**src/rtl/imap_biu_pk_if.sv**
```systemverilog
// Arbiter-side read bus of the input-feature-map BIU: request channel out, response channel in.
interface imap_biu_pk_if #(
  parameter int unsigned BUS_W = 32
);
  logic             imap_biu2arb_req;
  logic [31:0]      imap_biu2arb_addr;
  logic             imap_biu2arb_vld;
  logic             imap_biu2arb_rdy;
  logic [BUS_W-1:0] arb2imap_biu_data;
  logic             arb2imap_biu_vld;
  logic             arb2imap_biu_rdy;

  modport master (
    output imap_biu2arb_req, imap_biu2arb_addr, imap_biu2arb_vld, arb2imap_biu_rdy,
    input  imap_biu2arb_rdy, arb2imap_biu_data, arb2imap_biu_vld
  );

  modport slave (
    input  imap_biu2arb_req, imap_biu2arb_addr, imap_biu2arb_vld, arb2imap_biu_rdy,
    output imap_biu2arb_rdy, arb2imap_biu_data, arb2imap_biu_vld
  );
endinterface

```
**src/rtl/imap_biu_pk.sv**
```systemverilog
// Input-feature-map BIU: bounded-outstanding burst reader that packs PACK beats per SRAM word,
// written round-robin across NBANK banks. Define IMAP_BIU_STALL_CNT_EN to add the stall_cnt port.
module imap_biu_pk #(
  parameter int unsigned BUS_W      = 32,
  parameter int unsigned PACK       = 2,
  parameter int unsigned NBANK      = 8,
  parameter int unsigned BANK_DEPTH = 3136,
  parameter int unsigned MAX_OUTST  = 8,
  parameter int unsigned CNT_W      = 20
) (
  input  logic                    clk,
  input  logic                    rst_n,
  input  logic                    imap_start,
  input  logic [CNT_W-1:0]        xfer_len,
  input  logic [31:0]             imap_base_addr,
  output logic                    busy,
  output logic                    imap_done,
  imap_biu_pk_if.master           arb,
  output logic [31:0]             imap_waddr,
  output logic [BUS_W*PACK-1:0]   imap_wdata,
  output logic                    imap_wen
`ifdef IMAP_BIU_STALL_CNT_EN
  ,
  output logic [31:0]             stall_cnt
`endif
);

  localparam int unsigned OW = $clog2(MAX_OUTST + 1);
  localparam int unsigned BW = (PACK - 1) * BUS_W;

  typedef enum logic [1:0] {StIdle, StReq, StDrain, StDone} state_e;

  state_e           state_q, state_d;
  logic [CNT_W-1:0] len_q, len_d;
  logic [CNT_W-1:0] req_cnt_q, req_cnt_d;
  logic [CNT_W-1:0] rcv_cnt_q, rcv_cnt_d;
  logic [OW-1:0]    outst_q, outst_d;
  logic [31:0]      addr_q, addr_d;
  logic [BW-1:0]    pack_q, pack_d;
  logic             req_q, req_d;
  logic             done_q, done_d;

  logic             start_ok, req_hs, beat, pack_last;
  logic [BW+BUS_W-1:0] wdata_raw;
  logic [CNT_W-1:0] word_idx, bank_idx, row_idx;

  assign start_ok  = imap_start && (state_q == StIdle);
  assign arb.imap_biu2arb_vld = (state_q == StReq) && (outst_q < OW'(MAX_OUTST));
  assign req_hs    = arb.imap_biu2arb_vld && arb.imap_biu2arb_rdy;
  // Beats outside an active transfer are stale responses and are discarded.
  assign beat      = arb.arb2imap_biu_vld && ((state_q == StReq) || (state_q == StDrain));
  assign pack_last = (rcv_cnt_q % CNT_W'(PACK)) == CNT_W'(PACK - 1);

  assign wdata_raw = {pack_q, arb.arb2imap_biu_data};
  assign word_idx  = rcv_cnt_q / CNT_W'(PACK);
  assign bank_idx  = word_idx % CNT_W'(NBANK);
  assign row_idx   = word_idx / CNT_W'(NBANK);

  assign imap_wen   = beat && pack_last;
  assign imap_wdata = imap_wen ? wdata_raw : '0;
  assign imap_waddr = 32'(bank_idx) * BANK_DEPTH + 32'(row_idx);

  assign busy                  = (state_q != StIdle);
  assign imap_done             = done_q;
  assign arb.imap_biu2arb_req  = req_q;
  assign arb.imap_biu2arb_addr = addr_q;
  assign arb.arb2imap_biu_rdy  = 1'b1;

  always_comb begin
    state_d   = state_q;
    len_d     = len_q;
    req_cnt_d = req_cnt_q;
    rcv_cnt_d = rcv_cnt_q;
    outst_d   = outst_q;
    addr_d    = addr_q;
    pack_d    = pack_q;

    if (start_ok) begin
      len_d     = xfer_len;
      addr_d    = imap_base_addr;
      req_cnt_d = '0;
      rcv_cnt_d = '0;
      outst_d   = '0;
      pack_d    = '0;
    end else begin
      if (req_hs) begin
        addr_d    = addr_q + 32'(BUS_W / 8);
        req_cnt_d = req_cnt_q + CNT_W'(1);
      end
      if (beat) begin
        rcv_cnt_d = rcv_cnt_q + CNT_W'(1);
        if (!pack_last) pack_d = wdata_raw[BW-1:0];
      end
      if (req_hs && !beat) begin
        outst_d = outst_q + OW'(1);
      end else if (!req_hs && beat && (outst_q != '0)) begin
        outst_d = outst_q - OW'(1);
      end
    end

    unique case (state_q)
      StIdle:  if (imap_start) state_d = (xfer_len == '0) ? StDone : StReq;
      StReq:   if (req_hs && (req_cnt_q == len_q - CNT_W'(1))) state_d = StDrain;
      StDrain: if (rcv_cnt_d == len_q) state_d = StDone;
      StDone:  state_d = StIdle;
      default: state_d = StIdle;
    endcase

    req_d  = (state_d == StReq) || (state_d == StDrain);
    done_d = (state_d == StDone);
  end

  always_ff @(posedge clk) begin
    if (!rst_n) begin
      state_q   <= StIdle;
      len_q     <= '0;
      req_cnt_q <= '0;
      rcv_cnt_q <= '0;
      outst_q   <= '0;
      addr_q    <= '0;
      pack_q    <= '0;
      req_q     <= 1'b0;
      done_q    <= 1'b0;
    end else begin
      state_q   <= state_d;
      len_q     <= len_d;
      req_cnt_q <= req_cnt_d;
      rcv_cnt_q <= rcv_cnt_d;
      outst_q   <= outst_d;
      addr_q    <= addr_d;
      pack_q    <= pack_d;
      req_q     <= req_d;
      done_q    <= done_d;
    end
  end

`ifdef IMAP_BIU_STALL_CNT_EN
  logic [31:0] stall_q;

  // In REQ, any cycle without a handshake is a stall (arbiter busy or window full).
  always_ff @(posedge clk) begin
    if (!rst_n) begin
      stall_q <= '0;
    end else if (start_ok) begin
      stall_q <= '0;
    end else if ((state_q == StReq) && !req_hs && (stall_q != '1)) begin
      stall_q <= stall_q + 32'd1;
    end
  end

  assign stall_cnt = stall_q;
`endif

endmodule
```
**src/flat_wrapper.sv**
```systemverilog
// flat-port wrapper written by rule: the top's interface ports become plain ports
module imap_biu_pk_flat 
#(
  parameter int unsigned BUS_W      = 32,
  parameter int unsigned PACK       = 2,
  parameter int unsigned NBANK      = 8,
  parameter int unsigned BANK_DEPTH = 3136,
  parameter int unsigned MAX_OUTST  = 8,
  parameter int unsigned CNT_W      = 20
)
  (clk, rst_n, imap_start, xfer_len, imap_base_addr, busy, imap_done, imap_waddr, imap_wdata, imap_wen, arb_imap_biu2arb_req, arb_imap_biu2arb_addr, arb_imap_biu2arb_vld, arb_arb2imap_biu_rdy, arb_imap_biu2arb_rdy, arb_arb2imap_biu_data, arb_arb2imap_biu_vld);
  imap_biu_pk_if #(.BUS_W(BUS_W)) arb_i ();
  input  logic clk;
  input  logic rst_n;
  input  logic imap_start;
  input  logic [CNT_W-1:0] xfer_len;
  input  logic [31:0] imap_base_addr;
  output logic busy;
  output logic imap_done;
  output logic [31:0] imap_waddr;
  output logic [BUS_W*PACK-1:0] imap_wdata;
  output logic imap_wen;
  output wire logic [$bits(arb_i.imap_biu2arb_req)-1:0] arb_imap_biu2arb_req;
  output wire logic [$bits(arb_i.imap_biu2arb_addr)-1:0] arb_imap_biu2arb_addr;
  output wire logic [$bits(arb_i.imap_biu2arb_vld)-1:0] arb_imap_biu2arb_vld;
  output wire logic [$bits(arb_i.arb2imap_biu_rdy)-1:0] arb_arb2imap_biu_rdy;
  input wire logic [$bits(arb_i.imap_biu2arb_rdy)-1:0] arb_imap_biu2arb_rdy;
  input wire logic [$bits(arb_i.arb2imap_biu_data)-1:0] arb_arb2imap_biu_data;
  input wire logic [$bits(arb_i.arb2imap_biu_vld)-1:0] arb_arb2imap_biu_vld;
  assign arb_imap_biu2arb_req = arb_i.imap_biu2arb_req;
  assign arb_imap_biu2arb_addr = arb_i.imap_biu2arb_addr;
  assign arb_imap_biu2arb_vld = arb_i.imap_biu2arb_vld;
  assign arb_arb2imap_biu_rdy = arb_i.arb2imap_biu_rdy;
  assign arb_i.imap_biu2arb_rdy = arb_imap_biu2arb_rdy;
  assign arb_i.arb2imap_biu_data = arb_arb2imap_biu_data;
  assign arb_i.arb2imap_biu_vld = arb_arb2imap_biu_vld;
  imap_biu_pk #(.BUS_W(BUS_W), .PACK(PACK), .NBANK(NBANK), .BANK_DEPTH(BANK_DEPTH), .MAX_OUTST(MAX_OUTST), .CNT_W(CNT_W)) u_core (.clk(clk), .rst_n(rst_n), .imap_start(imap_start), .xfer_len(xfer_len), .imap_base_addr(imap_base_addr), .busy(busy), .imap_done(imap_done), .arb(arb_i), .imap_waddr(imap_waddr), .imap_wdata(imap_wdata), .imap_wen(imap_wen));
endmodule
```
**config.mk**
```make
export PLATFORM = sky130hd
export DESIGN_NAME = imap_biu_pk_flat
export DESIGN_NICKNAME = d
export VERILOG_FILES = /design/src/rtl/imap_biu_pk_if.sv /design/src/rtl/imap_biu_pk.sv /design/src/flat_wrapper.sv
export SDC_FILE = /design/constraint.sdc
export NUM_CORES = 1
export LEC_CHECK = 0
export CAP_MARGIN = 20
export CORE_ASPECT_RATIO = 0.7
export CORE_MARGIN = 5
export CORE_UTILIZATION = 44
export DETAILED_ROUTE_END_ITERATION = 8
export GPL_ROUTABILITY_DRIVEN = 1
export PLACE_DENSITY = 0.73
export SLEW_MARGIN = 10
export SYNTH_ARGS = -nofsm -noshare
export SYNTH_HDL_FRONTEND = slang
export SYNTH_SLANG_ARGS = --single-unit
export TNS_END_PERCENT = 30
```
**constraint.sdc**
```tcl
create_clock -name clk -period 6.3 [get_ports clk]
set_input_delay 0.945 -clock clk [delete_from_list [all_inputs] [get_ports clk]]
set_output_delay 0.945 -clock clk [all_outputs]
set_load 0.01 [all_outputs]
```
### Yosys cells after proc, flatten, opt, wreduce, memory -nomap -nowiden

Cells that the tools add are included.

| word-level totals | value |
|---|---|
| register bits after elaboration | 132 |
| input port bits | 89 |
| output and inout port bits | 134 |
| logic and storage cells | 61 |

| operators by class | value |
|---|---|
| add/sub/neg operators | 7 |
| multiply operators | 1 |
| order comparisons | 1 |
| equality and inequality tests | 8 |
| muxes and demuxes | 12 |
| bitwise gates (word level) | 2 |
| reduce and logical (&&, ||, !) cells | 21 |

Operators with widths:

| cell | number |
|---|---|
| $mux 32 | 2 |
| $mux 64 | 1 |
| $add 20x1->20 const B | 2 |
| $eq 20x20->1 | 2 |
| $mux 20 | 2 |
| $add 32x16->32 | 1 |
| $add 32x3->32 const B | 1 |
| $logic_not 20->1 | 1 |
| $sub 20x1->20 const B | 1 |
| $logic_and 1x1->1 | 9 |
| $mul 3x6->9 const B | 1 |
| $eq 2x2->1 const B | 4 |
| $mux 2 | 4 |
| $mux 4 | 2 |
| $pmux 2 s4 | 1 |
| $reduce_bool 2->1 | 3 |
| $add 4x1->4 const B | 1 |
| $eq 2x1->1 const B | 2 |
| $lt 4x4->1 const B | 1 |
| $reduce_bool 4->1 | 1 |
| $sub 4x1->4 const B | 1 |
| $logic_not 1->1 | 2 |
| $logic_not 2->1 | 1 |
| $logic_or 1x1->1 | 2 |
| 3 further kinds | 4 |

### Longest topological paths before layout

| logic depth | value |
|---|---|
| depth in word-level cells | 10 |
| gate-level depth with buffers | 14 |
| gate-level depth less buffers | 12 |

### Worst setup path after synthesis

Ideal clock, no wire load.

| timing | value |
|---|---|
| path type | input to register |
| start | input port arb_arb2imap_biu_vld |
| end | register u_core.req_q (netlist: u_core.arb.imap_biu2arb_req) |
| setup time | 115 ps |
| arrival time | 3,438 ps |
| required time | 6,185 ps |
| setup slack | 2,747 ps |
| stages on the path | 10 |
| path buffers | 0 |
| cells stage by stage | nand4_1 -> or4_1 -> xnor2_1 -> o21ai_0 -> nand2_1 -> a2111o_1 -> or4_1 -> nand3_1 -> ha_1 -> and2_1 |

| between the ends | value |
|---|---|
| cells in the longest elaborated chain, start to end | 8 |
| elaborated cells on any way between the ends | 9 |
| those cells by class | eq/ne (3); mux (4); reduce/logical (2) |

Ends and longest elaborated chain:

| what | RTL line | RTL |
|---|---|---|
| start: declaration | flat_wrapper.sv:29 | `input wire logic [$bits(arb_i.arb2imap_biu_vld)-1:0] arb_arb2imap_biu_vld;` |
| $logic_and 1x1->1 * | imap_biu_pk.sv:51 | `assign beat = arb.arb2imap_biu_vld && ((state_q == StReq) \|\| (state_q == StDrain));` |
| $mux 20 * | imap_biu_pk.sv:90 | `if (beat) begin` |
| $mux 20 * | imap_biu_pk.sv:78 | `if (start_ok) begin` |
| $eq 20x20->1 * | imap_biu_pk.sv:104 | `StDrain: if (rcv_cnt_d == len_q) state_d = StDone;` |
| $mux 2 * | imap_biu_pk.sv:104 |  |
| $pmux 2 s4 * | imap_biu_pk.sv:101 | `unique case (state_q)` |
| via u_core.state_d[0] | imap_biu_pk.sv:33 | `state_e state_q, state_d;` |
| $eq 2x1->1 or $eq 2x2->1 (tied branches) | imap_biu_pk.sv:109 | `req_d = (state_d == StReq) \|\| (state_d == StDrain);` |
| $logic_or 1x1->1 * | imap_biu_pk.sv:109 |  |
| via u_core.req_d | imap_biu_pk.sv:40 | `logic req_q, req_d;` |
| end signal: assignment | imap_biu_pk.sv:132 | `req_q <= req_d;` |
| end: declaration | imap_biu_pk.sv:40 |  |

The timed path passes the listed nets; every way through them passes the cells marked *.
A chain may end at the register's enable or synchronous reset.

### Final worst setup path

| timing | value |
|---|---|
| start | register u_core.rcv_cnt_q[2] |
| end | output port imap_waddr[15] |

| between the ends | value |
|---|---|
| cells in the longest elaborated chain, start to end | 2 |

Ends and longest elaborated chain:

| what | RTL line | RTL |
|---|---|---|
| start: declaration | imap_biu_pk.sv:36 | `logic [CNT_W-1:0] rcv_cnt_q, rcv_cnt_d;` |
| start signal: assignment | imap_biu_pk.sv:128 | `rcv_cnt_q <= rcv_cnt_d;` |
| $mul 3x6->9 | imap_biu_pk.sv:61 | `assign imap_waddr = 32'(bank_idx) * BANK_DEPTH + 32'(row_idx);` |
| $add 32x16->32 | imap_biu_pk.sv:61 |  |
| end: declaration | flat_wrapper.sv:20 | `output logic [31:0] imap_waddr;` |

Every way passes these cells.

==> results.py <==
metrics = {
    "status": {
        "status": "completed",
    },
    "clocking": {
        "post_cts_buffers": 0,
        "cts.htree.levels": 4,
        "cts_tree": "built",
        "cts_made_buffers": 17,
        "cts_hold_buf": 0,
        "post_cts_resized": 0,
        "clk_pin_slew_ps": 60,
        "cts.path.max_buffers": 2,
        "clock_sinks": 132,
        "clk_latency_ps": 420,
        "clockRootBuffer": "clkbuf_16",
    },
    "power_and_ir_drop": {
        "p_leak_uw": 0.00393,
        "power_uw": 3380,
        "powerDensity_nw_per_um2": 318,
        "peakVddDrop_v": 0.000216,
    },
    "global_routing": {
        "grt_max_degree": 80,
        "grt_pass1_wl_um": 34900,
        "grt_pass1_vias": 6910,
        "overflow": 0,
        "groute.usage.overall": 0.207,
        "antenna_found_initial": 0,
    },
    "floorplanning": {
        "rows": 41,
        "io_pins": 223,
        "dieWidth_um": 171,
        "coreArea_um2": 17900,
        "die_area_um2": 21000,
        "chipHeight_um": 123,
        "start_util": 0.446,
    },
    "finish": {
        "fillCellCount": 1607,
        "final_nets": 1259,
        "stdcell_count": 1391,
        "final_common_cell": "clkdlybuf4s50_1",
        "layout_common_cells": "clkdlybuf4s50_1 (206), dfxtp_1 (132), nor2_1 (121)",
        "final_core_util": 0.594,
        "drive_above_1_share": 0.0468,
        "diodes": 0,
        "area_growth_pct": 33.3,
    },
    "route": {
        "avgViaCountPerCell": 5.32,
        "wl_per_cell_um": 16.1,
        "drtAntennaViolNets": 0,
        "drc": 0,
        "drt_iter0_markers": 444,
        "vias": 7397,
        "postRouteWirelength_um": 22400,
        "firstDrtPassIters": 5,
    },
    "critical_path": {
        "cp.arrival_ps": 3250,
        "startpoint_type": "flop",
        "required_ps": 5350,
        "worstSetupPathType": "reg2out",
        "cp-end-kind": "output pin",
        "critPathMaxFanout": 5,
    },
    "run": {
        "drv_cap": 0,
    },
    "synthesis": {
        "synth_seq_area_share": 0.331,
        "synth.distinct_cells": 71,
        "synth_cells": 979,
        "synth_area_um2": 7980,
        "yosys_warnings": 0,
        "async_reset_ff_frac": 0,
        "synthFlopType": "dfxtp_1",
        "synth_edf_count": 0,
        "avgSynthCellArea_um2": 8.15,
        "ys_seq_elements": 132,
    },
    "place": {
        "post-place-cells": 1359,
        "place_congestion": 0.839,
        "dpl.hpwl_um": 16700,
        "port_buffers": 206,
    },
    "timing": {
        "worst_slew_margin_rel": 0.317,
        "maxSlewViolCount": 0,
        "rsz0062_at_grt": "false",
        "hold_viol_final": 0,
        "fin_worst_skew_ps": 8.95,
        "fin_tns_setup_ps": 0,
        "setup_viol": 0,
        "finalCriticalPeriod_ps": 4200,
        "finalCritPeriodShare": 0.666,
        "maxClockFrequency_mhz": 238,
        "tightest_slew_ps": 1020,
        "fin_hold_ws_ps": 457,
    },
    "min_path": {
        "min_path_type": "reg2reg",
    },
}
[worst max-delay path, stage by stage, from the launching register on]
cell and delay (ps):
dfxtp_1 460, inv_1 200, ha_1 320, inv_1 40, ha_1 270, ha_1 320, a21o_1 190, a21o_1 180
a21oi_1 170, xnor2_1 130, clkdlybuf4s50_1 550
[Yosys cell counts, drive strengths merged, types with 3 or more instances]
cell type  count  area [µm²]
nand4         25         163
inv           18        67.6
and4          11        96.3
and3          11        68.8
o21ai         21         105
nor4          14         100
o21ba          3        30.0
o21a           4        30.0
nand2         81         307
clkbuf        52         195
nand3         30         155
xor2          49         429
nor2         121         454
a311oi         7        61.3
and2          70         438
a211o          5        43.8
xnor2         52         455
o211ai         4        30.0
or3           10        67.6
mux2i         37         370
nor3          20         100
a31oi          7        43.8
or4            7        52.6
a211oi        24         180
ha            26         325
nor4b          5        43.8
a21oi         40         200
a21o           5        37.5
dfxtp        132        2640
or2            3        18.8
a221oi         3        26.3
nor2b         11        68.8
nand2b         5        31.3
buf           31         208
[final cells by class]
class                      instances  area [µm²]  area share
clock buffer                      18         439      0.0413
clock inverter                    14         154      0.0145
inverter                          19        71.3     0.00671
multi-input combinational        759        4920       0.462
sequential                       132        2640       0.248
tap                              236         295      0.0278
timing repair buffer             213        2110       0.199
[sequential cells by signal, summed over array words and instances (netlist names)]
name	flops
u_core.rcv_cnt_q	20
u_core.pack_q	32
u_core.state_q	2
u_core.arb.imap_biu2arb_req	1
u_core.req_cnt_q	20
u_core.outst_q	4
u_core.arb.imap_biu2arb_addr	32
u_core.imap_done	1
u_core.len_q	20
[power breakdown]
group	total, µW	switching [µW]	internal (µW)
Clock	1000	403	597
Combinational	1240	654	583
Sequential	1140	167	973
[routing by layer]
layer | track usage | vias to the layer above | routed length [µm]
li1 | - | 3702 | -
met1 | 0.289 | 3410 | 10500
met2 | 0.316 | 257 | 9640
met3 | 0.0509 | 28 | 1880
met4 | 0.0619 | 0 | 334
met5 | 0 | - | 0
[worst paths after layout]
kind | endpoint | slack [ps] | cells past startpoint | start
max | imap_waddr[15] | 2100 | 10 | u_core.rcv_cnt_q[2]$_SDFF_PN0_
min | u_core.arb.imap_biu2arb_addr[0]$_SDFFE_PN0P_ | 460 | 2 | u_core.arb.imap_biu2arb_addr[0]$_SDFFE_PN0P_
max reg2reg | u_core.arb.imap_biu2arb_req$_SDFF_PN0_ | 2500 | 12 | u_core.state_q[0]$_SDFF_PN0_
min reg2reg | u_core.arb.imap_biu2arb_addr[0]$_SDFFE_PN0P_ | 460 | 2 | u_core.arb.imap_biu2arb_addr[0]$_SDFFE_PN0P_
[kinds of logic after synthesis]
| family | Yosys count | synth area share |
|---|---|---|
| compound gates | 145 | 0.123 |
| xor+xnor | 102 | 0.114 |
| fa+ha+maj | 28 | 0.0458 |
| buf+inv | 102 | 0.0594 |
| flops | 132 | 0.331 |
| mux | 37 | 0.0464 |
| other cells | 2 | 0.000941 |
| simple gates | 431 | 0.279 |
[stage by stage]
step	setup slack [ps]	area, µm²
after floorplan	2750	8030
after global placement	1940	10000
after detailed placement	1950	10000
after CTS	2060	10600
after global routing	1960	10600
final	2100	10600
(Power assumes the default switching activity.)
